## src/rtl/pipe_seq_pkg.sv

```systemverilog
// Shared definitions for the pipeline stall/flush sequencer: FSM state encodings,
// default timing parameters and the hold/drain counter sizing helper.
package pipe_seq_pkg;

  typedef enum logic [1:0] {
    ST_HOLD   = 2'd0,
    ST_RUN    = 2'd1,
    ST_DRAIN  = 2'd2,
    ST_HALTED = 2'd3
  } seq_state_e;

  localparam int unsigned DEF_RST_CYCLES   = 2;
  localparam int unsigned DEF_DRAIN_CYCLES = 4;

  // One counter serves both the reset hold and the halt drain, so size it for the longer.
  function automatic int unsigned seq_cnt_bits(input int unsigned a, input int unsigned b);
    int unsigned m;
    m = (a > b) ? a : b;
    return (m < 2) ? 1 : $clog2(m);
  endfunction

endpackage

```

## src/rtl/pipe_seq_perf.sv

```systemverilog
// Performance counters for the pipeline sequencer: four free-running, wrapping
// event counters, each advanced by one on its increment enable.
module pipe_seq_perf #(
  parameter int unsigned CNT_W = 32
) (
  input  logic             i_clk,
  input  logic             i_rst,
  input  logic             i_inc_haz,
  input  logic             i_inc_dmiss,
  input  logic             i_inc_imiss,
  input  logic             i_inc_flush,
  output logic [CNT_W-1:0] o_cnt_haz,
  output logic [CNT_W-1:0] o_cnt_dmiss,
  output logic [CNT_W-1:0] o_cnt_imiss,
  output logic [CNT_W-1:0] o_cnt_flush
);

  always_ff @(posedge i_clk) begin
    if (i_rst) begin
      o_cnt_haz   <= '0;
      o_cnt_dmiss <= '0;
      o_cnt_imiss <= '0;
      o_cnt_flush <= '0;
    end else begin
      if (i_inc_haz)   o_cnt_haz   <= o_cnt_haz   + CNT_W'(1);
      if (i_inc_dmiss) o_cnt_dmiss <= o_cnt_dmiss + CNT_W'(1);
      if (i_inc_imiss) o_cnt_imiss <= o_cnt_imiss + CNT_W'(1);
      if (i_inc_flush) o_cnt_flush <= o_cnt_flush + CNT_W'(1);
    end
  end

endmodule

```

## src/rtl/pipeline_sequencer.sv

```systemverilog
// Central stall/flush sequencer for the 5-stage RV32I pipeline: reset priming,
// stall/redirect arbitration and halt drain. Define PIPE_SEQ_PERF_EN for perf counters.
module pipeline_sequencer
  import pipe_seq_pkg::*;
#(
  parameter int unsigned RST_CYCLES   = DEF_RST_CYCLES,
  parameter int unsigned DRAIN_CYCLES = DEF_DRAIN_CYCLES,
  parameter int unsigned CNT_W        = 32
) (
  input  logic             i_clk,
  input  logic             i_rst,
  input  logic             i_haz_stall,
  input  logic             i_icache_busy,
  input  logic             i_dcache_busy,
  input  logic             i_redirect,
  input  logic             i_halt,
  output logic             o_rst_stall,
  output logic             o_stall_pc,
  output logic             o_stall_if_id,
  output logic             o_stall_id_ex,
  output logic             o_stall_ex_mem,
  output logic             o_flush_if_id,
  output logic             o_bubble_id_ex,
  output logic             o_bubble_mem_wb,
  output logic             o_redirect_en,
  output logic             o_halted,
  output logic [1:0]       o_state,
  output logic [CNT_W-1:0] o_cnt_haz,
  output logic [CNT_W-1:0] o_cnt_dmiss,
  output logic [CNT_W-1:0] o_cnt_imiss,
  output logic [CNT_W-1:0] o_cnt_flush
);

  localparam int unsigned HC_W = seq_cnt_bits(RST_CYCLES, DRAIN_CYCLES);
  localparam logic [HC_W-1:0] RST_LAST   = HC_W'(RST_CYCLES - 1);
  localparam logic [HC_W-1:0] DRAIN_LAST = HC_W'(DRAIN_CYCLES - 1);

  seq_state_e      state_q, state_d;
  logic [HC_W-1:0] hold_cnt_q, hold_cnt_d;
  logic            pending_q, pending_d;
  logic            take_dmiss, take_haz, take_redir, take_imiss, pend_flush;

  // NOTE: state registers use non-blocking assignments so every flop samples pre-edge values.
  always_ff @(posedge i_clk) begin
    if (i_rst) begin
      state_q    <= ST_HOLD;
      hold_cnt_q <= '0;
      pending_q  <= 1'b0;
    end else begin
      state_q    <= state_d;
      hold_cnt_q <= hold_cnt_d;
      pending_q  <= pending_d;
    end
  end

  always_comb begin
    // NOTE: every combinational output gets a default first, so no path can infer a latch.
    state_d         = state_q;
    hold_cnt_d      = hold_cnt_q;
    pending_d       = pending_q;
    take_dmiss      = 1'b0;
    take_haz        = 1'b0;
    take_redir      = 1'b0;
    take_imiss      = 1'b0;
    pend_flush      = 1'b0;
    o_rst_stall     = 1'b0;
    o_stall_pc      = 1'b0;
    o_stall_if_id   = 1'b0;
    o_stall_id_ex   = 1'b0;
    o_stall_ex_mem  = 1'b0;
    o_flush_if_id   = 1'b0;
    o_bubble_id_ex  = 1'b0;
    o_bubble_mem_wb = 1'b0;
    o_redirect_en   = 1'b0;
    o_halted        = 1'b0;
    o_state         = state_q;

    unique case (state_q)
      ST_HOLD: begin
        o_rst_stall   = 1'b1;
        o_stall_pc    = 1'b1;
        o_flush_if_id = 1'b1;
        if (hold_cnt_q == RST_LAST) begin
          state_d    = ST_RUN;
          hold_cnt_d = '0;
        end else begin
          hold_cnt_d = hold_cnt_q + HC_W'(1);
        end
      end

      ST_RUN: begin
        if (i_dcache_busy) begin
          // Whole front end freezes; an unresolved branch stays in ID and reasserts later.
          take_dmiss      = 1'b1;
          o_stall_pc      = 1'b1;
          o_stall_if_id   = 1'b1;
          o_stall_id_ex   = 1'b1;
          o_stall_ex_mem  = 1'b1;
          o_bubble_mem_wb = 1'b1;
        end else if (i_haz_stall) begin
          take_haz       = 1'b1;
          o_stall_pc     = 1'b1;
          o_stall_if_id  = 1'b1;
          o_bubble_id_ex = 1'b1;
        end else if (i_redirect) begin
          take_redir    = 1'b1;
          o_redirect_en = 1'b1;
          o_flush_if_id = 1'b1;
        end else if (i_icache_busy) begin
          take_imiss    = 1'b1;
          o_stall_pc    = 1'b1;
          o_flush_if_id = 1'b1;
        end

        // The fetch outstanding across a redirect returns the old path; drop it once.
        if (pending_q && !i_icache_busy) begin
          pend_flush    = 1'b1;
          o_flush_if_id = 1'b1;
        end
        pending_d = take_redir ? i_icache_busy : (pending_q && i_icache_busy);

        if (i_halt && !i_dcache_busy) begin
          state_d    = ST_DRAIN;
          hold_cnt_d = '0;
        end
      end

      ST_DRAIN: begin
        pending_d = 1'b0;
        if (i_dcache_busy) begin
          o_stall_pc      = 1'b1;
          o_stall_if_id   = 1'b1;
          o_stall_id_ex   = 1'b1;
          o_stall_ex_mem  = 1'b1;
          o_bubble_mem_wb = 1'b1;
        end else begin
          o_stall_pc     = 1'b1;
          o_flush_if_id  = 1'b1;
          o_bubble_id_ex = 1'b1;
          if (hold_cnt_q == DRAIN_LAST) begin
            state_d    = ST_HALTED;
            hold_cnt_d = '0;
          end else begin
            hold_cnt_d = hold_cnt_q + HC_W'(1);
          end
        end
      end

      ST_HALTED: begin
        pending_d       = 1'b0;
        o_stall_pc      = 1'b1;
        o_stall_if_id   = 1'b1;
        o_stall_id_ex   = 1'b1;
        o_stall_ex_mem  = 1'b1;
        o_bubble_mem_wb = 1'b1;
        o_halted        = 1'b1;
      end

      default: state_d = ST_HOLD;
    endcase

    // Reset is visible on the outputs in the same cycle, independent of the old state.
    if (i_rst) begin
      o_rst_stall     = 1'b1;
      o_stall_pc      = 1'b1;
      o_stall_if_id   = 1'b0;
      o_stall_id_ex   = 1'b0;
      o_stall_ex_mem  = 1'b0;
      o_flush_if_id   = 1'b1;
      o_bubble_id_ex  = 1'b0;
      o_bubble_mem_wb = 1'b0;
      o_redirect_en   = 1'b0;
      o_halted        = 1'b0;
      o_state         = ST_HOLD;
    end
  end

`ifdef PIPE_SEQ_PERF_EN
  pipe_seq_perf #(.CNT_W(CNT_W)) u_perf (
    .i_clk       (i_clk),
    .i_rst       (i_rst),
    .i_inc_haz   (take_haz),
    .i_inc_dmiss (take_dmiss),
    .i_inc_imiss (take_imiss),
    .i_inc_flush (take_redir | pend_flush),
    .o_cnt_haz   (o_cnt_haz),
    .o_cnt_dmiss (o_cnt_dmiss),
    .o_cnt_imiss (o_cnt_imiss),
    .o_cnt_flush (o_cnt_flush)
  );
`else
  assign o_cnt_haz   = '0;
  assign o_cnt_dmiss = '0;
  assign o_cnt_imiss = '0;
  assign o_cnt_flush = '0;
`endif

endmodule

```

## config.mk

```make
export PLATFORM = sky130hd
export DESIGN_NAME = pipeline_sequencer
export DESIGN_NICKNAME = d
export VERILOG_FILES = /design/src/rtl/pipe_seq_pkg.sv /design/src/rtl/pipe_seq_perf.sv /design/src/rtl/pipeline_sequencer.sv
export SDC_FILE = /design/constraint.sdc
export NUM_CORES = 1
export LEC_CHECK = 0
export ABC_AREA = 1
export CAP_MARGIN = 10
export CORE_MARGIN = 2
export CORE_UTILIZATION = 25
export CTS_BUF_LIST = sky130_fd_sc_hd__clkbuf_2
export DETAILED_ROUTE_END_ITERATION = 10
export PLACE_DENSITY_LB_ADDON = 0.08
export SYNTH_ARGS = -nofsm -noshare
export SYNTH_HDL_FRONTEND = slang
export SYNTH_HIERARCHICAL = 1
export SYNTH_SLANG_ARGS = --single-unit
```

## constraint.sdc

```tcl
create_clock -name i_clk -period 2.7 [get_ports i_clk]
set_clock_uncertainty 0.2 [all_clocks]
set_input_delay 0.27 -clock i_clk [delete_from_list [all_inputs] [get_ports i_clk]]
set_output_delay 0.27 -clock i_clk [all_outputs]
set_load 0.02 [all_outputs]
```

**Yosys cells after proc, flatten, opt, wreduce, memory -nomap -nowiden**

Cells that the tools add are included.

- Output and inout port bits: 140
- Word-level logic and storage cells: 72
- ROM bits: 0
- Memories: 0
- RAM bits: 0
- Register bits: 5
- Bits in latches: 0
- Bits of input ports: 7

- Multipliers: 0
- Add/sub/neg operators: 1
- Shifts and indexed selects: 0
- Bitwise gates (word level): 0
- Div/mod/pow operators: 0
- Order comparisons: 0
- Multiplexer cells: 46
- Equal/unequal tests: 9
- Reductions and logical operators: 13

Operators by type and width:

| operator | count |
|---|---|
| 2-to-1 mux 1 bit | 29 |
| 2-to-1 mux 2 bit | 9 |
| case mux 2 bit (3 select lines) | 2 |
| inequality test 2 bit (second input constant) | 4 |
| case mux 1 bit (2 select lines) | 4 |
| equality test 2 bit (second input constant) | 3 |
| case mux 1 bit (3 select lines) | 2 |
| AND reduction 5 bit | 1 |
| equality test 2 x 1 -> 1 bit (second input constant) | 2 |
| OR reduction 2 bit | 2 |
| logical AND 1 bit | 3 |
| AND reduction 3 bit | 1 |
| nonzero test 3 bit | 1 |
| OR reduction 3 bit | 1 |
| adder 2 x 1 -> 2 bit (second input constant) | 1 |
| logical NOT 1 bit | 2 |
| logical NOT 2 bit | 1 |
| nonzero test 2 bit | 1 |

**Logic depth before layout (Yosys ltp)**

Gate-level depths: netlist of the first run.

- Depth in word-level cells: 7
- Depth in mapped cells: 9
- Gate-level depth less buffers: 9

**Least setup slack after synthesis of the first run**

Ideal clock, no wire load.

- Kind: flip-flop to output port
- Start: reg state_q[0]
- End: out o_bubble_id_ex
- Path slack: 620 ps
- Data arrival time: 1,610 ps
- Required time: 2,230 ps
- Path buffers: 0
- Stages on the path, launching flop included: 5
- Cell sequence: dfxtp_1 > inv_1 > ha_1 > inv_1 > nor4_1

- Longest elaborated chain between the ends: 3
- Elaborated cells between the ends (all ways): 4
- Those cells by class: eq/ne (2); mux (2)

Ends and longest elaborated chain:

| item | line | text |
|---|---|---|
| start: declaration | pipeline_sequencer.sv:38 | `seq_state_e state_q, state_d;` |
| start signal: assignment | pipeline_sequencer.sv:50 | `state_q <= state_d;` |
| equality test 2 bit / equality test 2 x 1 -> 1 bit (equally long branches) | pipeline_sequencer.sv:78 | `unique case (state_q)` |
| case mux 1 bit (2 select lines) (*) | pipeline_sequencer.sv:78 |  |
| 2-to-1 mux 1 bit (*) | pipeline_sequencer.sv:163 | `if (i_rst) begin` |
| end: declaration | pipeline_sequencer.sv:23 | `output logic o_bubble_id_ex,` |

Mark *: on every way between the ends. The rest lies on a longest branch, timed or not.

**Worst setup path in the final report of the first run**

- Start: in i_dcache_busy
- End: out o_flush_if_id

- Longest elaborated chain between the ends: 4
- Elaborated cells between the ends (all ways): 5
- Those cells by class: mux (5)

Ends and longest elaborated chain:

| item | line | text |
|---|---|---|
| start: declaration | pipeline_sequencer.sv:14 | `input logic i_dcache_busy,` |
| 2-to-1 mux 1 bit | pipeline_sequencer.sv:92 | `if (i_dcache_busy) begin` |
| 2-to-1 mux 1 bit | pipeline_sequencer.sv:116 | `if (pending_q && !i_icache_busy) begin` |
| case mux 1 bit (3 select lines) (*) | pipeline_sequencer.sv:78 |  |
| 2-to-1 mux 1 bit (*) | pipeline_sequencer.sv:163 |  |
| end: declaration | pipeline_sequencer.sv:22 | `output logic o_flush_if_id,` |

Marked as above.

==> impl_metrics.tcl, run 1 <==
set metrics [dict create \
    status "completed" \
    hold_depth 2 \
    grtUsageMet2_pct 10.8 \
    syn_area_um2 1530 \
    area_growth_pct -10.8 \
    hold_violations 0 \
    crit_path_start_kind "input pin" \
    cp_num_cells 9 \
    gr-usage-all-layers_pct 6.07 \
    wl_per_cell_um 7.37 \
    path_cells "clkdlybuf4s50_1 > nor2_1 > o21ai_0 > nand2_1 > nand2_1 > nand2_1 > nand2_1 > nand2_1 > clkdlybuf4s50_1" \
    worstPathMaxFanout 6 \
    cts.clk_slew.worst_paths_ns 0.05 \
    initial_utilization_pct 25.9 \
    yosysTopAreaCellShare_pct 63.6 \
    grt_pass1_wl_um 3080 \
    vias_per_cell 2.90 \
    gp_congestion 0.735 \
    core.rowCount 28 \
    mostFrequentLayoutCells "conb_1 (128), nand2_1 (20), nor2_1 (15)" \
    coreArea_um2 5920 \
    root_buffer "clkbuf_2" \
    period_share_pct 91.6 \
    finalSetupViolCount 0 \
    seqCellArea_um2 100 \
    cts_hold_buf 0 \
    setup_tns_ns 0 \
    drt_iter0_markers 18 \
    use_met3_pct 2.28 \
    cp_data_arrival_time_ns 2.00 \
    numCtsBuffers 3 \
    busiest_layer "met2" \
    synth_cells 221 \
    clockBufferDepth 2 \
    synthTopCellsByArea "buf_4 (64%), ha_1 (8.2%), dfxtp_1 (6.5%)" \
    ioPinCount 147 \
    p_leak_nw 0.881 \
    crit_slowest_cell "clkdlybuf4s50_1" \
    ys_seq_area_share_pct 6.53 \
    dp.cells 315 \
    reg2reg_depth 8 \
    crit_top_cell "nand2_1" \
    fin_cells 319 \
    use_met1_pct 6.98 \
    antenna_found_initial 0 \
    multi_input_area_um2 871 \
    power.density_nw_per_um2 639 \
    wirelength_um 2350 \
    synth-seq-cells 5 \
    dieArea_um2 6780 \
    num_vias 926 \
    antenna_left 0 \
    ir_drop_mv 0.151 \
    ys_warn_count 6 \
    fin_crit_ns 2.47 \
    synth_cell_types 20 \
    finalMaxSlewViolations 0 \
    drive_above_1_share_pct 6.15 \
    path_class "input pin to primary output" \
    final_nets 262 \
    layout_commonest_cell "conb_1" \
    avgSynthCellArea_um2 6.94 \
    grt_max_degree 8 \
    die_y_um 82.3 \
    cap_violations 0 \
    drc 0 \
    clock_sinks 5 \
    tritoncts "done" \
    critPathBufInv 2 \
    max_freq_mhz 404 \
    diodes 0 \
    fillers 690 \
    overflow 0 \
    endpoint_kind "primary output" \
    die_x_um 82.3 \
    grt_pass1_vias 649 \
    slowest_delay_ns 0.60 \
    synth.largest_area_cell "buf_4" \
    grt_setup_unrepaired "false" \
    holdCritPathClass "flip-flop to flip-flop" \
    clock_latency_ns 0.22 \
    cp_top_family "buffers and inverters" \
    port_buffers 18 \
    crit_required_ns 2.23 \
    dp_hpwl_um 2150 \
    cts.htree.levels 1 \
    dr.pass1.iters 4 \
]
==> synthesized netlist by cell type <==
cell type,instances
buf_4,130
nand2_1,20
nor2_1,15
inv_1,14
ha_1,10
a21oi_1,6
dfxtp_1,5
o21ai_0,5
nand2_2,3
inv_2,2
nand4_1,2
a21oi_2,1
clkinv_1,1
conb_1,1
nand3_1,1
nor3_1,1
nor4_1,1
o2111ai_1,1
o21bai_1,1
or2_2,1
==> registers in the layout, summed over array words and instances, names as in the netlist <==
register,flops
hold_cnt_q,2
pending_q,1
state_q,2
==> final cells by class <==
class | instances | share of cell area (%)
repair buffers | 22 | 16.1
well taps | 75 | 6.86
clock buffers | 4 | 1.46
flip-flops and latches | 5 | 7.31
inverters | 17 | 4.66
multi-input cells | 196 | 63.6
==> power by group <==
| group | switching [W] | leakage (nW) | internal, W |
|---|---|---|---|
| sequential | 0.0000252 | 0.0412 | 0.000101 |
| clock | 0.0000303 | 0.0166 | 0.0000392 |
| combinational | 0.000468 | 0.823 | 0.000210 |
| total | 0.000524 | 0.881 | 0.000350 |
==> worst reg2reg max path: cells and delay by family (launching register included) <==
family,cells,cell delay [ns]
fa+ha+maj,1,0.26
buf+inv,2,0.23
flops,1,0.42
simple gates,5,0.49
==> repair_timing <==
| action | 4_1_cts | 5_1_grt |
|---|---|---|
| gates resized for setup | 0 | 4 |
| buffers inserted | 0 | 0 |
| setup endpoints to repair | 0 | 4 |
==> worst paths after layout <==
path / startpoint / slack (ns) / end
worst min register to register: hold_cnt_q[1]$_SDFFE_PP0P_ / 0.33 / hold_cnt_q[1]$_SDFFE_PP0P_
worst min-delay path: hold_cnt_q[1]$_SDFFE_PP0P_ / 0.33 / hold_cnt_q[1]$_SDFFE_PP0P_
worst max register to register: state_q[1]$_SDFFE_PP0P_ / 1.04 / state_q[0]$_SDFFE_PP0P_
worst max-delay path: i_dcache_busy / 0.23 / o_flush_if_id
==> cell families (layout without fill, tap and decap cells) <==
| group | Yosys count | in the layout | share of synthesized area, % |
|---|---|---|---|
| AO/OA/AOI/OAI | 14 | 14 | 5.22 |
| adder cells (fa/ha/maj) | 10 | 10 | 8.16 |
| buffers and inverters | 147 | 43 | 67.8 |
| flip-flops | 5 | 5 | 6.53 |
| other | 1 | 128 | 0.244 |
| AND/OR/NAND/NOR | 44 | 44 | 12.1 |
==> routing by layer <==
metal / wire [um] / part of all wire, %
met1: 843 / 36
met2: 1230 / 52
met3: 275 / 12
met4: 0 / 0
met5: 0 / 0
==> through the flow <==
stage / utilization (%) / total power, W / setup slack [ns] / area (um2) / hold slack [ns]
finish: 23.1 / 0.000874 / 0.226 / 1370 / 0.326
global route: 23.1 / 0.000980 / 0.0917 / 1370 / 0.352
global placement: 22.6 / 0.000824 / 0.235 / 1340 / 0.329
CTS: 23.0 / 0.000889 / 0.0384 / 1360 / 0.336
detailed placement: 22.6 / 0.000816 / 0.219 / 1340 / 0.331
floorplan: - / 0.000773 / 0.620 / 2010 / 0.229
Note: power is estimated with default switching activity, not from simulation.
==> run 2, diff against run 1 <==
SKIP_LAST_GASP = 1   (was not set)
==> results of run 2 <==
Same layout as run 1: the final DEF is identical, and so are final timing and power.
==> run 3, diff against run 2 <==
CTS_BUF_LIST = sky130_fd_sc_hd__clkbuf_4   (was sky130_fd_sc_hd__clkbuf_2)
==> run 3 against run 2 <==
Against the previous run: sequential cell count is the same; final area grew 0.73%; non-clock buffer count is the same; global-route usage is the same; sequential share of layout area shrank 0.053 points; register-to-register slack is essentially flat; hold slack lost 0.0015 ns; die area is the same; via count shrank 0.32%; first-iteration DRC count grew 5.6%; core utilization grew 0.17 points.
==> impl_metrics.tcl, run 3 (synthesized netlist as in run 1, its figures left out) <==
set metrics [dict create \
    worstPathMaxFanout 6 \
    pre_cts_slack_ns 0.219 \
    coreArea_um2 5920 \
    hold_slack_ns 0.325 \
    p_leak_nw 0.883 \
    antenna_found_initial 0 \
    cp_data_arrival_time_ns 2.00 \
    drive_above_1_share_pct 6.15 \
    layout_commonest_cell "conb_1" \
    wirelength_um 2350 \
    clockBufferDepth 2 \
    dr.pass1.iters 4 \
    crit_slowest_cell "clkdlybuf4s50_1" \
    fin_crit_ns 2.47 \
    postCtsResizedCells 0 \
    crit_top_cell "nand2_1" \
    core.rowCount 28 \
    diodes 0 \
    cts_setup_buffers 0 \
    gp_congestion 0.735 \
    drt_iter0_markers 19 \
    drc 0 \
    die_y_um 82.3 \
    status "completed" \
    period_share_pct 91.6 \
    top_regs "hold_cnt_q: 2 flops, state_q: 2 flops, pending_q: 1 flops" \
    numCtsBuffers 3 \
    fillers 688 \
    dp_hpwl_um 2150 \
    grt_setup_unrepaired "false" \
    final_nets 262 \
    path_cells "clkdlybuf4s50_1 > nor2_1 > o21ai_0 > nand2_1 > nand2_1 > nand2_1 > nand2_1 > nand2_1 > clkdlybuf4s50_1" \
    die_x_um 82.3 \
    port_buffers 18 \
    setup_tns_ns 0 \
    power_w 0.000901 \
    reg2reg_setup_slack_ns 1.05 \
    slowest_delay_ns 0.60 \
    ioPinCount 147 \
    grt_max_degree 8 \
    cp_top_family "buffers and inverters" \
    antenna_left 0 \
    grt_pass1_wl_um 3080 \
    final_util_pct 23.3 \
    num_vias 923 \
    cts_hold_buf 0 \
    critPathBufInv 2 \
    crit_path_start_kind "input pin" \
    holdCritPathClass "flip-flop to flip-flop" \
    ir_drop_mv 0.153 \
    clock_latency_ns 0.24 \
    tritoncts "done" \
    vias_per_cell 2.89 \
    root_buffer "clkbuf_4" \
    initial_utilization_pct 25.9 \
    cts.htree.levels 1 \
    gr-usage-all-layers_pct 6.07 \
    path_class "input pin to primary output" \
    max_freq_mhz 404 \
    area_growth_pct -10.1 \
    power.density_nw_per_um2 653 \
    cap_violations 0 \
    crit_required_ns 2.23 \
    hold_violations 0 \
    clock_sinks 5 \
    mostFrequentLayoutCells "conb_1 (128), nand2_1 (20), nor2_1 (15)" \
    endpoint_kind "primary output" \
    finalSetupViolCount 0 \
    finalWorstSetupSlack_ns 0.226 \
    overflow 0 \
    finalMaxSlewViolations 0 \
    grt_pass1_vias 649 \
    wl_per_cell_um 7.37 \
    cts.clk_slew.worst_paths_ns 0.04 \
    dieArea_um2 6780 \
]
==> run 3: changes by cell type in the layout (fill, tap and decap cells not counted) <==
| cell | delta |
|---|---|
| clkbuf_2 | -4 |
| clkbuf_4 | +4 |
==> run 3: power breakdown <==
part	total, W	switching [W]	internal (W)
Combinational	0.000678	0.000468	0.000210
Sequential	0.000126	0.0000252	0.000101
Clock	0.0000963	0.0000304	0.0000659
Total	0.000901	0.000524	0.000377
==> run 3: worst reg2reg max path: cells and delay by family (launching register included) <==
family,cells,cell delay (ns)
fa+ha+maj,1,0.26
buf+inv,2,0.23
flops,1,0.41
simple gates,5,0.49
==> run 3: layout make-up <==
cell class	count	area (um2)	share of cell area (%)
multi-input combinational	196	871	63.2
timing repair buffer	22	220	16.0
sequential	5	100	7.26
tap	75	93.8	6.81
inverter	17	63.8	4.63
clock buffer	4	30.0	2.18
==> run 3: stage by stage <==
stage	area, um2	std cells
after floorplan	2010	348
after global placement	1340	315
after detailed placement	1340	315
after CTS	1370	319
after global routing	1380	319
final	1380	319
==> run 3: worst paths after layout <==
check,startpoint,end,cells past startpoint
worst max register to register,state_q[1]$_SDFFE_PP0P_,state_q[0]$_SDFFE_PP0P_,8
worst max-delay path,i_dcache_busy,o_flush_if_id,9
worst min register to register,hold_cnt_q[1]$_SDFFE_PP0P_,hold_cnt_q[1]$_SDFFE_PP0P_,2
worst min-delay path,hold_cnt_q[1]$_SDFFE_PP0P_,hold_cnt_q[1]$_SDFFE_PP0P_,2
==> run 3: metal layers <==
layer,GRT usage (%),vias to the layer above,wire length (um)
met5,0,-,0
met3,2.28,0,263
met4,1.00,0,0
met1,6.98,388,857
li1,-,461,-
met2,10.8,74,1230
